<file path="src/rtl/fpmul_pkg.sv">
`default_nettype none
`timescale 1ns/1ps
// ============================================================================
// Module   : fpmul_pkg
// Brief    : IEEE-754 single-precision field positions and status-flag indices.
// Revision : 1.0
// ============================================================================
package fpmul_pkg;

    localparam int EXP_MSB           = 30;
    localparam int EXP_LSB           = 23;
    localparam int FRAC_MSB          = 22;
    localparam logic [7:0] EXP_ALL_ONES = 8'hFF;

    localparam int FLAG_ZERO   = 0;
    localparam int FLAG_DENORM = 1;
    localparam int FLAG_INF    = 2;
    localparam int FLAG_NAN    = 3;
    localparam int FLAG_W      = 4;

endpackage : fpmul_pkg
`default_nettype wire

</file>
<file path="src/rtl/fpmul_result_fifo_if.sv">
`default_nettype none
`timescale 1ns/1ps
// ============================================================================
// Module   : fpmul_result_fifo_if
// Brief    : Producer and consumer valid/ready streams of the result FIFO.
// Revision : 1.0
// ============================================================================
interface fpmul_result_fifo_if
    import fpmul_pkg::*;
#(
    parameter int DW = 32
);
    logic              in_valid;
    logic              in_ready;
    logic [DW-1:0]     in_data;
    logic              out_valid;
    logic              out_ready;
    logic [DW-1:0]     out_data;
    logic [FLAG_W-1:0] out_flags;

    modport master (
        output in_valid, in_data, out_ready,
        input  in_ready, out_valid, out_data, out_flags
    );

    modport slave (
        input  in_valid, in_data, out_ready,
        output in_ready, out_valid, out_data, out_flags
    );
endinterface : fpmul_result_fifo_if
`default_nettype wire

</file>
<file path="src/rtl/fp32_classify.sv">
`default_nettype none
`timescale 1ns/1ps
// ============================================================================
// Module   : fp32_classify
// Brief    : Combinational {nan, inf, denorm, zero} classifier for binary32.
// Revision : 1.0
// ============================================================================
module fp32_classify
    import fpmul_pkg::*;
(
    input  wire logic [31:0]       i_value,
    output logic      [FLAG_W-1:0] o_flags
);
    logic [7:0]        w_exp;
    logic [FRAC_MSB:0] w_frac;
    logic              w_frac_nz;
    logic              w_sign_unused;

    assign w_exp         = i_value[EXP_MSB:EXP_LSB];
    assign w_frac        = i_value[FRAC_MSB:0];
    assign w_frac_nz     = |w_frac;
    assign w_sign_unused = i_value[31];

    always_comb begin
        o_flags              = '0;
        o_flags[FLAG_ZERO]   = (w_exp == 8'h00)        && !w_frac_nz;
        o_flags[FLAG_DENORM] = (w_exp == 8'h00)        &&  w_frac_nz;
        o_flags[FLAG_INF]    = (w_exp == EXP_ALL_ONES) && !w_frac_nz;
        o_flags[FLAG_NAN]    = (w_exp == EXP_ALL_ONES) &&  w_frac_nz;
    end
endmodule : fp32_classify
`default_nettype wire

</file>
<file path="src/rtl/fpmul_result_fifo.sv">
`default_nettype none
`timescale 1ns/1ps
// ============================================================================
// Module   : fpmul_result_fifo
// Brief    : First-word-fall-through FIFO for multiplier results with flags
//            classified at push time and a delivered-result counter.
// Revision : 1.0
// ============================================================================
module fpmul_result_fifo
    import fpmul_pkg::*;
#(
    parameter int DEPTH = 4,
    parameter int DW    = 32,
    parameter int CNT_W = 16
)(
    input  wire logic                     clk,
    input  wire logic                     rst_n,
    input  wire logic                     clr,
    fpmul_result_fifo_if.slave            bus,
    output logic      [$clog2(DEPTH):0]   level,
    output logic      [CNT_W-1:0]         result_cnt
);
    localparam int PTR_W   = $clog2(DEPTH);
    localparam int LVL_W   = PTR_W + 1;
    localparam int ENTRY_W = DW + FLAG_W;

    logic [ENTRY_W-1:0] mem_q [DEPTH];
    logic [PTR_W-1:0]   wr_ptr_q, wr_ptr_d;
    logic [PTR_W-1:0]   rd_ptr_q, rd_ptr_d;
    logic [LVL_W-1:0]   level_q, level_d;
    logic [CNT_W-1:0]   result_cnt_q, result_cnt_d;

    logic [FLAG_W-1:0]  w_in_flags;
    logic [ENTRY_W-1:0] w_head;
    logic               w_push;
    logic               w_pop;

    fp32_classify u_classify (
        .i_value (bus.in_data),
        .o_flags (w_in_flags)
    );

    // Handshake is derived from registered occupancy only: no full-bypass.
    assign bus.in_ready  = (level_q != LVL_W'(DEPTH));
    assign bus.out_valid = (level_q != '0);
    assign w_push        = bus.in_valid  && bus.in_ready;
    assign w_pop         = bus.out_valid && bus.out_ready;

    assign w_head        = mem_q[rd_ptr_q];
    assign bus.out_data  = bus.out_valid ? w_head[DW-1:0]       : '0;
    assign bus.out_flags = bus.out_valid ? w_head[ENTRY_W-1:DW] : '0;
    assign level         = level_q;
    assign result_cnt    = result_cnt_q;

    always_comb begin
        wr_ptr_d     = wr_ptr_q;
        rd_ptr_d     = rd_ptr_q;
        level_d      = level_q;
        result_cnt_d = result_cnt_q;
        if (clr) begin
            wr_ptr_d     = '0;
            rd_ptr_d     = '0;
            level_d      = '0;
            result_cnt_d = '0;
        end else begin
            if (w_push) wr_ptr_d = wr_ptr_q + PTR_W'(1);
            if (w_pop) begin
                rd_ptr_d     = rd_ptr_q + PTR_W'(1);
                result_cnt_d = result_cnt_q + CNT_W'(1);
            end
            case ({w_push, w_pop})
                2'b10:   level_d = level_q + LVL_W'(1);
                2'b01:   level_d = level_q - LVL_W'(1);
                default: level_d = level_q;
            endcase
        end
    end

    always_ff @(posedge clk or negedge rst_n) begin
        if (!rst_n) begin
            wr_ptr_q     <= '0;
            rd_ptr_q     <= '0;
            level_q      <= '0;
            result_cnt_q <= '0;
        end else begin
            wr_ptr_q     <= wr_ptr_d;
            rd_ptr_q     <= rd_ptr_d;
            level_q      <= level_d;
            result_cnt_q <= result_cnt_d;
        end
    end

    // Storage needs no reset; occupancy alone decides what is visible.
    always_ff @(posedge clk) begin
        if (w_push && !clr) begin
            mem_q[wr_ptr_q] <= {w_in_flags, bus.in_data};
        end
    end
endmodule : fpmul_result_fifo
`default_nettype wire

</file>
<file path="src/flat_wrapper.sv">
// flat-port wrapper written by rule: the top's interface ports become plain ports
module fpmul_result_fifo_flat import fpmul_pkg::*;
#(
    parameter int DEPTH = 4,
    parameter int DW    = 32,
    parameter int CNT_W = 16
)
  (clk, rst_n, clr, level, result_cnt, bus_in_valid, bus_in_data, bus_out_ready, bus_in_ready, bus_out_valid, bus_out_data, bus_out_flags);
  fpmul_result_fifo_if #(.DW(DW)) bus_i ();
  input  wire logic clk;
  input  wire logic rst_n;
  input  wire logic clr;
  output logic      [$clog2(DEPTH):0] level;
  output logic      [CNT_W-1:0] result_cnt;
  input wire logic [$bits(bus_i.in_valid)-1:0] bus_in_valid;
  input wire logic [$bits(bus_i.in_data)-1:0] bus_in_data;
  input wire logic [$bits(bus_i.out_ready)-1:0] bus_out_ready;
  output wire logic [$bits(bus_i.in_ready)-1:0] bus_in_ready;
  output wire logic [$bits(bus_i.out_valid)-1:0] bus_out_valid;
  output wire logic [$bits(bus_i.out_data)-1:0] bus_out_data;
  output wire logic [$bits(bus_i.out_flags)-1:0] bus_out_flags;
  assign bus_i.in_valid = bus_in_valid;
  assign bus_i.in_data = bus_in_data;
  assign bus_i.out_ready = bus_out_ready;
  assign bus_in_ready = bus_i.in_ready;
  assign bus_out_valid = bus_i.out_valid;
  assign bus_out_data = bus_i.out_data;
  assign bus_out_flags = bus_i.out_flags;
  fpmul_result_fifo #(.DEPTH(DEPTH), .DW(DW), .CNT_W(CNT_W)) u_core (.clk(clk), .rst_n(rst_n), .clr(clr), .bus(bus_i), .level(level), .result_cnt(result_cnt));
endmodule
</file>
<file path="config.mk">
export PLATFORM = sky130hd
export DESIGN_NAME = fpmul_result_fifo_flat
export DESIGN_NICKNAME = d
export VERILOG_FILES = /design/src/rtl/fpmul_pkg.sv /design/src/rtl/fpmul_result_fifo_if.sv /design/src/rtl/fp32_classify.sv /design/src/rtl/fpmul_result_fifo.sv /design/src/flat_wrapper.sv
export SDC_FILE = /design/constraint.sdc
export NUM_CORES = 1
export LEC_CHECK = 0
export ABC_AREA = 0
export BUFFER_PORTS_ARGS = -buffer_cell sky130_fd_sc_hd__buf_2
export CAP_MARGIN = 30
export CORE_UTILIZATION = 35
export DETAILED_ROUTE_END_ITERATION = 6
export SLEW_MARGIN = 20
export SYNTH_ARGS = -nofsm -noshare
export SYNTH_HDL_FRONTEND = slang
export SYNTH_HIERARCHICAL = 1
export SYNTH_SLANG_ARGS = --single-unit
</file>
<file path="constraint.sdc">
create_clock -name clk -period 6.6 [get_ports clk]
set_clock_uncertainty 0.05 [all_clocks]
set_input_delay 0.33 -clock clk [delete_from_list [all_inputs] [get_ports clk]]
set_output_delay 0.33 -clock clk [all_outputs]
set_load 0.005 [all_outputs]
</file>
==> flow_summary.yaml <==
status:
  status: "completed"
global_routing:
  antenna_found_initial: 2
  grt_overflow: 0
  grt_max_degree: 39
  grt_pass1_vias: 3999
  grt_util_all_layers_pct: 15.0
  grt_pass1_wl_um: 22200
worst_setup_path:
  cpPeakStageDelay_ns: 0.66
  slowest_stage: "dfrtp_2"
  startpoint_type: "flip-flop"
  cp_max_fo: 25
  critPathBufInv: 2
  worst-path-stages: 4
  r2r_slack_ns: 4.23
  worstPathArrival_ns: 2.52
  crit_family: "buffers and inverters"
  crit_chain: "buf_4, mux4_2, and2_1, buf_2"
  cp-end-kind: "output port"
  crit_type: "flip-flop to output port"
  crit_required_ns: 6.22
  r2r_cells: 6
cells_and_area:
  nets: 526
  antennaDiodeCount: 0
  layout_commonest_cell: "edfxtp_1"
  layout_common_cells: "edfxtp_1 (144), buf_2 (93), and2_1 (38), mux4_2 (36), dfrtp_1 (21)"
  utilization_pct: 43.5
  drive_gt1_share_pct: 35.8
  area_growth_pct: 20.2
sta:
  finalWorstSetupSlack_ns: 3.70
  maxSlewViolCount: 0
  post-route-period-util_pct: 44.0
  hold_viol_final: 0
  rsz0062_at_grt: "false"
  period_minus_slack_ns: 2.90
  maxSlewHeadroom_pct: 51.3
  max_freq_mhz: 345
  setup_violations: 0
  tightest_slew_ns: 0.726
  fin_setup_tns_ns: 0
yosys:
  synth_edf_count: 144
  synth_seq_cells: 167
  synth_cell_types: 43
  yosysWarnings: 6
  synthFlopType: "edfxtp_1"
  yosysSeqAreaShare_pct: 71.4
  syn_inst: 380
  syn_area_sq_um: 6860
  syn_nets: 423
  synth_area_per_cell_sq_um: 18.1
  synthArstFlopShare_pct: 13.8
pwr:
  pwr-share-comb_pct: 25.0
  pwr-share-seq_pct: 44.7
  powerDensity_nw_per_um2: 348
  p_int_mw: 2.06
  swShare_pct: 28.0
  power.switching_mw: 0.804
  pwr-share-clk_pct: 30.3
  ir_drop_mv: 0.245
  leakage_nw: 2.90
hold_path:
  hold_path_class: "input port to flip-flop"
  whs_path_depth: 1
routing:
  ant_nets: 0
  drt_iter0_markers: 187
  firstDrtPassIters: 4
  drc: 0
  wl_per_cell_um: 18.9
  wl_um: 14300
  vias_per_cell: 5.00
  routed-via-count: 3776
cts:
  htree_levels: 4
  clk_pin_slew_ns: 0.06
  clk_path_buf_depth: 2
  cts_tree: "yes"
  root_buffer: "clkbuf_16"
  insertion_delay_ns: 0.41
  clock-sinks: 167
  cts_setup_buffers: 0
  cts_buffers: 17
place:
  pre_cts_ws_ns: 4.04
  portBuffers: 93
  routabilityCongestion: 0.799
  hpwl_um: 9030
floorplan:
  die_h_um: 142
  dieArea_sq_um: 20200
  start_util_pct: 36.2
  num_rows: 50
  io_pins: 94
  die_w_um: 142
  core_sq_um: 19000
flow_run:
  maxCapViolCount: 0
-- stage by stage --
| stage | hold WS [ns] | cells | power, mW | instance area (sq um) |
|---|---|---|---|---|
| floorplan | -0.0156 | 380 | 1.74 | 6860 |
| global placement | 0.289 | 718 | 2.01 | 7590 |
| detailed placement | 0.303 | 722 | 2.04 | 7690 |
| CTS | 0.0592 | 754 | 2.91 | 8220 |
| global route | 0.0650 | 755 | 3.02 | 8240 |
| finish | 0.0825 | 755 | 2.87 | 8240 |
-- power groups by stage --
stage / Clock (mW) / Combinational [mW] / Sequential (mW)
floorplan: 0 / 0.469 / 1.27
CTS: 0.895 / 0.726 / 1.29
global route: 0.931 / 0.792 / 1.29
global placement: 0 / 0.703 / 1.31
finish: 0.868 / 0.717 / 1.28
detailed placement: 0 / 0.724 / 1.31
-- worst register-to-register path: stages, from the launching register on --
cell and delay (ns):
dfrtp_1 0.47, o31ai_2 0.67, a21oi_1 0.12, fa_1 0.42, a211o_1 0.26, a21o_1 0.19
a21oi_2 0.11
-- metal layers --
metal  vias to the layer above  global-route usage (%)  wire [um]
li1                       1711                       -          -
met1                      1938                    19.1       6250
met2                       114                    24.7       7050
met3                        11                    4.74        830
met4                         2                    4.30        124
met5                         -                       0         10
-- state kept, by name, summed over array words and instances (netlist names) --
signal,cells
u_core/wr_ptr_q,2
u_core/level,3
u_core/rd_ptr_q,2
u_core/mem_q,144
u_core/result_cnt,16
-- synthesized netlist by cell type (3+ instances only) --
library cell	number	area, sq um
and2_1	42	263
ha_1	5	62.6
o21ai_0	5	25.0
buf_1	3	11.3
buf_2	6	30.0
dfrtp_1	23	576
or3_1	6	37.5
nand3_1	8	40.0
clkbuf_1	6	22.5
a21oi_1	12	60.1
nand2_1	10	37.5
xnor2_1	6	52.6
nand4_1	8	50.1
edfxtp_1	144	4320
nor2_1	13	48.8
nor4_2	3	37.5
nor4_1	5	31.3
nor3_1	4	20.0
mux4_2	36	811
xor2_1	6	52.6
-- what timing repair did --
item                      CTS  global route
gates resized for setup     0             0
hold buffers                1             0
hold endpoints to repair   23             0
-- final timing paths --
kind / start / to
max: u_core/rd_ptr_q[0]$_DFFE_PN0P_ / bus_out_flags[2]
min: bus_in_data[31] / u_core/mem_q[2][31]$_DFFE_PP_
max reg2reg: u_core/level[0]$_DFFE_PN0P_ / u_core/level[2]$_DFFE_PN0P_
min reg2reg: u_core/wr_ptr_q[1]$_DFFE_PN0P_ / u_core/wr_ptr_q[1]$_DFFE_PN0P_
max in group asynchronous: rst_n / u_core/rd_ptr_q[0]$_DFFE_PN0P_
min in group asynchronous: rst_n / u_core/result_cnt[14]$_DFFE_PN0P_
-- cell families (layout without fill, tap and decap cells) --
group                      after synthesis  after routing  share of synthesized area (%)
DFF                                    167            167                           71.4
adders and majority gates                6              6                           1.20
muxes                                   38             38                           12.1
AOI/OAI and AO/OA                       26             26                           2.66
xor gates and xnor gates                12             12                           1.53
buffers and inverters                   19            134                           1.31
and+or+nand+nor                        112            112                           9.72
-- cell type report --
class	instances	area [sq um]
well taps	260	325
inverters	2	7.51
repair buffers	101	621
clock buffers	19	433
multi-input cells	194	1870
fillers	1686	10700
flip-flops and latches	167	4900
clock inverters	12	81.3
Note: power is estimated with default switching activity, not from simulation.
